File: config.mk
export PLATFORM = sky130hd
export DESIGN_NAME = mem_stage_ws
export DESIGN_NICKNAME = d
export VERILOG_FILES = /design/src/rtl/mem_stage_ws.sv
export SDC_FILE = /design/constraint.sdc
export NUM_CORES = 1
export LEC_CHECK = 0
export CORE_MARGIN = 3
export CORE_UTILIZATION = 40
export CTS_BUF_LIST = sky130_fd_sc_hd__clkbuf_16
export CTS_CLUSTER_DIAMETER = 50
export CTS_CLUSTER_SIZE = 30
export DETAILED_ROUTE_END_ITERATION = 10
export PLACE_DENSITY = 0.77
export RECOVER_POWER = 50
export SYNTH_ARGS = -nofsm -noshare
export SYNTH_HDL_FRONTEND = slang
export SYNTH_SLANG_ARGS = --single-unit
File: constraint.sdc
create_clock -name clk -period 2.85 [get_ports clk]
set_input_delay 0.7125 -clock clk [delete_from_list [all_inputs] [get_ports clk]]
set_output_delay 0.7125 -clock clk [all_outputs]
set_load 0.1 [all_outputs]
File: src/rtl/mem_stage_ws.sv
// MEM pipeline stage: drives the data bus with a wait-state handshake, formats sub-word loads and stores,
// flags misaligned accesses and bus timeouts, and feeds the MEM/WB register under stall/flush control.
module mem_stage_ws #(
    parameter int DATA_W     = 32,
    parameter int ADDR_W     = 30,
    parameter int REG_ADDR_W = 5,
    parameter int TIMEOUT    = 255
) (
    input  logic                  clk,
    input  logic                  reset,
    input  logic [DATA_W-1:0]     bus_rd_data,
    input  logic                  bus_rdy_,
    output logic [ADDR_W-1:0]     bus_addr,
    output logic                  bus_as_,
    output logic                  bus_rw,
    output logic [DATA_W/8-1:0]   bus_be,
    output logic [DATA_W-1:0]     bus_wr_data,
    input  logic                  stall,
    input  logic                  flush,
    input  logic                  ex_en,
    input  logic [3:0]            ex_mem_op,
    input  logic [DATA_W-1:0]     ex_mem_wr_data,
    input  logic [REG_ADDR_W-1:0] ex_dst_addr,
    input  logic                  ex_gpr_we_,
    input  logic [DATA_W-1:0]     ex_out,
    output logic                  mem_busy,
    output logic                  mem_en,
    output logic [REG_ADDR_W-1:0] mem_dst_addr,
    output logic                  mem_gpr_we_,
    output logic [DATA_W-1:0]     mem_out,
    output logic [1:0]            mem_exp
);

    localparam int BE_W  = DATA_W / 8;
    localparam int OFS_W = $clog2(BE_W);
    localparam int CNT_W = (TIMEOUT > 1) ? $clog2(TIMEOUT) : 1;
    localparam logic [CNT_W-1:0] CNT_LAST = CNT_W'(TIMEOUT - 1);

    localparam logic [3:0] OP_LW  = 4'd1;
    localparam logic [3:0] OP_LH  = 4'd2;
    localparam logic [3:0] OP_LHU = 4'd3;
    localparam logic [3:0] OP_LB  = 4'd4;
    localparam logic [3:0] OP_LBU = 4'd5;
    localparam logic [3:0] OP_SW  = 4'd6;
    localparam logic [3:0] OP_SH  = 4'd7;
    localparam logic [3:0] OP_SB  = 4'd8;

    localparam logic [1:0] EXP_NONE = 2'b00;
    localparam logic [1:0] EXP_MIS  = 2'b01;
    localparam logic [1:0] EXP_TMO  = 2'b10;

    typedef enum logic [1:0] {
        ST_IDLE = 2'd0,
        ST_WAIT = 2'd1,
        ST_DONE = 2'd2
    } state_e;

    state_e             state;
    logic [CNT_W-1:0]   cnt;
    logic [DATA_W-1:0]  buf_out;
    logic [1:0]         buf_exp;

    logic               is_load;
    logic               is_store;
    logic               size_w;
    logic               size_h;
    logic               sign_ext;
    logic               aligned;
    logic               misalign;
    logic               acc_valid;
    logic [OFS_W-1:0]   ofs;
    logic               req_idle;
    logic               timing_out;
    logic               drive_req;
    logic [DATA_W-1:0]  load_val;
    logic [DATA_W-1:0]  res_out;
    logic [1:0]         res_exp;

    function automatic logic [DATA_W-1:0] load_align(input logic [DATA_W-1:0] raw,
                                                     input logic [OFS_W-1:0]  lane,
                                                     input logic              w,
                                                     input logic              h,
                                                     input logic              sgn);
        logic [DATA_W-1:0] sh;
        logic [DATA_W-1:0] res;
        sh = raw >> {lane, 3'b000};
        if (w) begin
            res = sh;
        end else if (h) begin
            res = sgn ? {{(DATA_W-16){sh[15]}}, sh[15:0]} : {{(DATA_W-16){1'b0}}, sh[15:0]};
        end else begin
            res = sgn ? {{(DATA_W-8){sh[7]}}, sh[7:0]} : {{(DATA_W-8){1'b0}}, sh[7:0]};
        end
        return res;
    endfunction

    function automatic logic [BE_W-1:0] store_be(input logic [OFS_W-1:0] lane,
                                                 input logic w,
                                                 input logic h);
        logic [BE_W-1:0] be;
        if (w) begin
            be = {BE_W{1'b1}};
        end else if (h) begin
            be = BE_W'(2'b11) << lane;
        end else begin
            be = BE_W'(1'b1) << lane;
        end
        return be;
    endfunction

    function automatic logic [DATA_W-1:0] store_data(input logic [DATA_W-1:0] d,
                                                     input logic w,
                                                     input logic h);
        logic [DATA_W-1:0] res;
        if (w) begin
            res = d;
        end else if (h) begin
            res = {(DATA_W/16){d[15:0]}};
        end else begin
            res = {BE_W{d[7:0]}};
        end
        return res;
    endfunction

    // Opcode decode and alignment check
    always_comb begin
        is_load  = 1'b0;
        is_store = 1'b0;
        size_w   = 1'b0;
        size_h   = 1'b0;
        sign_ext = 1'b0;
        case (ex_mem_op)
            OP_LW:   begin is_load = 1'b1; size_w = 1'b1; end
            OP_LH:   begin is_load = 1'b1; size_h = 1'b1; sign_ext = 1'b1; end
            OP_LHU:  begin is_load = 1'b1; size_h = 1'b1; end
            OP_LB:   begin is_load = 1'b1; sign_ext = 1'b1; end
            OP_LBU:  begin is_load = 1'b1; end
            OP_SW:   begin is_store = 1'b1; size_w = 1'b1; end
            OP_SH:   begin is_store = 1'b1; size_h = 1'b1; end
            OP_SB:   begin is_store = 1'b1; end
            default: begin is_load = 1'b0; is_store = 1'b0; end
        endcase
        ofs = ex_out[OFS_W-1:0];
        if (size_w) begin
            aligned = (ofs == {OFS_W{1'b0}});
        end else if (size_h) begin
            aligned = ~ofs[0];
        end else begin
            aligned = 1'b1;
        end
        acc_valid = ex_en & (is_load | is_store) & aligned;
        misalign  = ex_en & (is_load | is_store) & ~aligned;
    end

    // Request qualification; the strobe falls in the cycle the wait budget runs out
    always_comb begin
        req_idle   = ~reset & (state == ST_IDLE) & acc_valid & ~stall & ~flush;
        timing_out = (state == ST_WAIT) & (cnt == CNT_LAST) & bus_rdy_ & ~flush;
        drive_req  = ~reset & (req_idle | ((state == ST_WAIT) & ~flush & ~timing_out));
        mem_busy   = (req_idle & bus_rdy_) | ((state == ST_WAIT) & ~flush & bus_rdy_ & ~timing_out);
        load_val   = load_align(bus_rd_data, ofs, size_w, size_h, sign_ext);
    end

    // Bus signalling
    always_comb begin
        bus_addr = ex_out[ADDR_W+OFS_W-1:OFS_W];
        if (drive_req) begin
            bus_as_     = 1'b0;
            bus_rw      = ~is_store;
            bus_be      = is_store ? store_be(ofs, size_w, size_h) : {BE_W{1'b1}};
            bus_wr_data = is_store ? store_data(ex_mem_wr_data, size_w, size_h) : {DATA_W{1'b0}};
        end else begin
            bus_as_     = 1'b1;
            bus_rw      = 1'b1;
            bus_be      = {BE_W{1'b0}};
            bus_wr_data = {DATA_W{1'b0}};
        end
    end

    // Result offered to MEM/WB this cycle
    always_comb begin
        res_out = ex_out;
        res_exp = EXP_NONE;
        case (state)
            ST_IDLE: begin
                if (misalign) begin
                    res_exp = EXP_MIS;
                end else if (req_idle && is_load) begin
                    res_out = load_val;
                end else begin
                    res_out = ex_out;
                end
            end
            ST_WAIT: begin
                if (timing_out) begin
                    res_exp = EXP_TMO;
                end else if (is_load) begin
                    res_out = load_val;
                end else begin
                    res_out = ex_out;
                end
            end
            ST_DONE: begin
                res_out = buf_out;
                res_exp = buf_exp;
            end
            default: begin
                res_out = ex_out;
                res_exp = EXP_NONE;
            end
        endcase
    end

    // Handshake FSM, wait counter and stall buffer
    always_ff @(posedge clk or posedge reset) begin
        if (reset) begin
            state   <= ST_IDLE;
            cnt     <= {CNT_W{1'b0}};
            buf_out <= {DATA_W{1'b0}};
            buf_exp <= EXP_NONE;
        end else begin
            case (state)
                ST_IDLE: begin
                    cnt <= {CNT_W{1'b0}};
                    if (req_idle && bus_rdy_) begin
                        state <= ST_WAIT;
                    end else begin
                        state <= ST_IDLE;
                    end
                end
                ST_WAIT: begin
                    if (flush) begin
                        state <= ST_IDLE;
                        cnt   <= {CNT_W{1'b0}};
                    end else if (!bus_rdy_ || timing_out) begin
                        cnt <= {CNT_W{1'b0}};
                        if (stall) begin
                            state   <= ST_DONE;
                            buf_out <= res_out;
                            buf_exp <= res_exp;
                        end else begin
                            state <= ST_IDLE;
                        end
                    end else begin
                        cnt <= cnt + CNT_W'(1);
                    end
                end
                ST_DONE: begin
                    if (flush || !stall) begin
                        state <= ST_IDLE;
                    end else begin
                        state <= ST_DONE;
                    end
                end
                default: begin
                    state <= ST_IDLE;
                    cnt   <= {CNT_W{1'b0}};
                end
            endcase
        end
    end

    // MEM/WB register: stall holds, flush clears, a pending access inserts a bubble
    always_ff @(posedge clk or posedge reset) begin
        if (reset) begin
            mem_en       <= 1'b0;
            mem_dst_addr <= {REG_ADDR_W{1'b0}};
            mem_gpr_we_  <= 1'b1;
            mem_out      <= {DATA_W{1'b0}};
            mem_exp      <= EXP_NONE;
        end else if (stall) begin
            mem_en       <= mem_en;
            mem_dst_addr <= mem_dst_addr;
            mem_gpr_we_  <= mem_gpr_we_;
            mem_out      <= mem_out;
            mem_exp      <= mem_exp;
        end else if (flush) begin
            mem_en      <= 1'b0;
            mem_gpr_we_ <= 1'b1;
            mem_out     <= {DATA_W{1'b0}};
            mem_exp     <= EXP_NONE;
        end else if (mem_busy) begin
            mem_en      <= 1'b0;
            mem_gpr_we_ <= 1'b1;
        end else begin
            mem_en       <= ex_en;
            mem_dst_addr <= ex_dst_addr;
            mem_gpr_we_  <= ex_gpr_we_ | (res_exp != EXP_NONE);
            mem_out      <= res_out;
            mem_exp      <= res_exp;
        end
    end

endmodule
==> run metrics <==
outcome=finished with violations; failing checks=negative setup slack; Cell Area, Synth=0.00653 sq mm; Root Buffer Master=clkbuf_16; Final Worst Setup Slack=-0.291 ns; count of different cell masters after synthesis=76; Final period util=1.10; synth top area cells=dfrtp_1, mux2_2, a21oi_1, a22o_1, nor2_1; largest net degree at the start of global routing=69; 1st-iter DRT viols=660; part of the Yosys area used for sequential elements=0.326; number of global-route vias before repair=7107; post-synthesis register bit count=85; Post-synth EDFFs=0; initial antenna violation count=1; yosys synthesis warning count=0; max incr delay on CP=0.26 ns; most numerous cell in the Yosys netlist=dfrtp_1; DRT Wirelength=24.3 mm; # placed instances=1188; hold_buf cts=0; vias=7085; Final nets=1113; final setup fails=36; Post-Synthesis Cells=732; first-pass GRT wire length=37.7 mm; worst vdd ir=0.301 mV; WP data required=2.14 ns; I/O pins=222; commonest register cell after synthesis=dfrtp_1; total CTS buffers=9; die area=0.0179 sq mm; Remaining DRCs=0; leakage power figure=4.59 nW; Die Y=134 microns; crit-path max FO=5; share of layout cells above drive strength 1=0.369; Detail Placement HPWL=18.0 mm; Wirelength per Cell=19.9 microns; H-tree levels=3; Tightest Pin Transition=1.20 ns; crit start category=input port; PD cells=395 mW/mm^2; Post-synth top cells=dfrtp_1, a21oi_1, nor2_1; Clock Sinks=85; Fill cells=1212; row count=46; slowest CP cell=a21o_4; CTS tree=yes; die width=134 microns; Syn-to-layout area delta=64.9%; largest area contributor in the netlist=dfrtp_1; CP endpoint kind=primary output; RSZ-0062 raised after global routing=true; Initial Util=0.409; Congestion Overflow GR=0; Vias/cell=5.80; Hold Fails Final Rpt=0; GRT Overall Usage=0.262; area of the multi-input gates=0.00425 sq mm; Routed Antenna Nets=0; clk slew on worst S/H paths=0.07 ns; I/O Buffers=221; first drt pass iteration count=5; critical-path cell list=clkdlybuf4s15_2 -> nand2b_4 -> o221ai_4 -> nand4_4 -> a21o_4 -> nor2_4 -> inv_4 -> nor4_4 -> buf_12; worst min-delay path class=reg -> reg; register area=0.00213 sq mm; clk_lat worst skew=0.35 ns; GPL Wtd Cong=0.855; Post-synth ARST share=1.00; Period minus WS final=3.14 ns; Fmax=318 MHz; clock buffer depth=2; dpl ws=-0.860 ns; core area=0.0159 sq mm; clk_skew=0.00718 ns; Final Non-Filler Cells=1221; Setup CP Type=in -> out; Yosys top cell area share=0.322; Post-Syn Area per Cell=8.92 sq um; final slew viol count=0; CP arrival=2.43 ns; Max Cap Violations=0; slew margin rel.=0.201; Synthesized Nets=846
==> final cells by class <==
type                    count  area share
repair buffers            342       0.347
flip-flops and latches     85       0.198
inverters                  14     0.00523
multi-input cells         547       0.395
well taps                 216      0.0251
diodes                      1    0.000232
clock inverters             7     0.00849
clock buffers               9      0.0209
==> logic make-up (layout without fill, tap and decap cells) <==
group,count (synthesis),in the layout,share of synthesized area
adder cells (fa/ha/maj),2,2,0.00383
buffers and inverters,101,372,0.0899
flip-flops,85,85,0.326
AO/OA/AOI/OAI,268,269,0.306
XOR/XNOR,2,2,0.00268
other,0,1,0
multiplexers,67,67,0.114
AND/OR/NAND/NOR,207,207,0.157
==> critical path: cells and delay by family <==
kind                   cells  cell delay (ns)
buffers and inverters      3             0.52
AND/OR/NAND/NOR            4             0.71
AO/OA/AOI/OAI              2             0.46
==> final timing paths <==
path	start	end	slack [ns]	cells past startpoint
setup reg to reg	state[1]	buf_out[14]	0.19	6
hold reg to reg	mem_dst_addr[2]	mem_dst_addr[2]	0.48	2
max in group asynchronous	reset	state[1]	0.56	4
min in group asynchronous	reset	mem_out[12]	0.86	3
setup / recovery	ex_out[0]	bus_wr_data[31]	-0.29	9
hold / removal	mem_dst_addr[2]	mem_dst_addr[2]	0.48	2
==> stage by stage <==
stage	hold slack [ns]	power (mW)	util	TNS (ns)	instance area [sq um]
detailed placement	0.467	2.99	0.640	-58.69	10200
global route	0.498	4.39	0.675	-11.58	10800
global placement	0.460	2.96	0.640	-55.25	10200
finish	0.476	4.26	0.675	-8.35	10800
floorplan	0.452	2.41	-	-17.41	6790
CTS	0.484	4.27	0.673	-9.81	10700
==> registers in the layout (all words and copies together) (netlist names) <==
name          flops
state             2
mem_exp           2
mem_gpr_we_       1
mem_out          32
mem_dst_addr      5
mem_en            1
buf_exp           2
buf_out          32
cnt               8
==> layer usage <==
layer | GRT usage | routed length (microns) | up-vias
li1 | - | - | 3261
met4 | 0.0749 | 595 | 0
met5 | 0 | 0 | -
met3 | 0.0661 | 2520 | 51
met1 | 0.322 | 9260 | 3361
met2 | 0.456 | 12000 | 412
==> what timing repair did <==
action                                  in CTS  in global routing
cloned                                       1                  0
pin swaps                                   13                 13
gates resized for setup                     54                 27
endpoints found under the setup margin      89                 56
buffers inserted                             7                  9
==> placed cells by master, fill, tap and decap left out, drive strengths merged, types with 5 or more instances in the layout <==
cell,instances
a211o,5
a21o,5
a21oi,78
a22o,35
a22oi,18
a2bb2oi,8
and2,10
buf,204
clkbuf,40
clkdlybuf4s50,100
dfrtp,84
dlygate4sd2,6
inv,15
mux2,46
mux2i,20
nand2,56
nand3,10
nand4,5
nor2,74
nor3,19
o211ai,21
o21a,14
o21ai,27
o221ai,20
o22ai,11
o311ai,5
or2,5
or3,6
==> report_power, final <==
part | switching, mW | internal, mW | total, mW
logic | 1.06 | 0.555 | 1.62
clock network | 0.509 | 0.765 | 1.27
registers | 0.0583 | 1.31 | 1.37
Power figures use the tool's default switching activity.
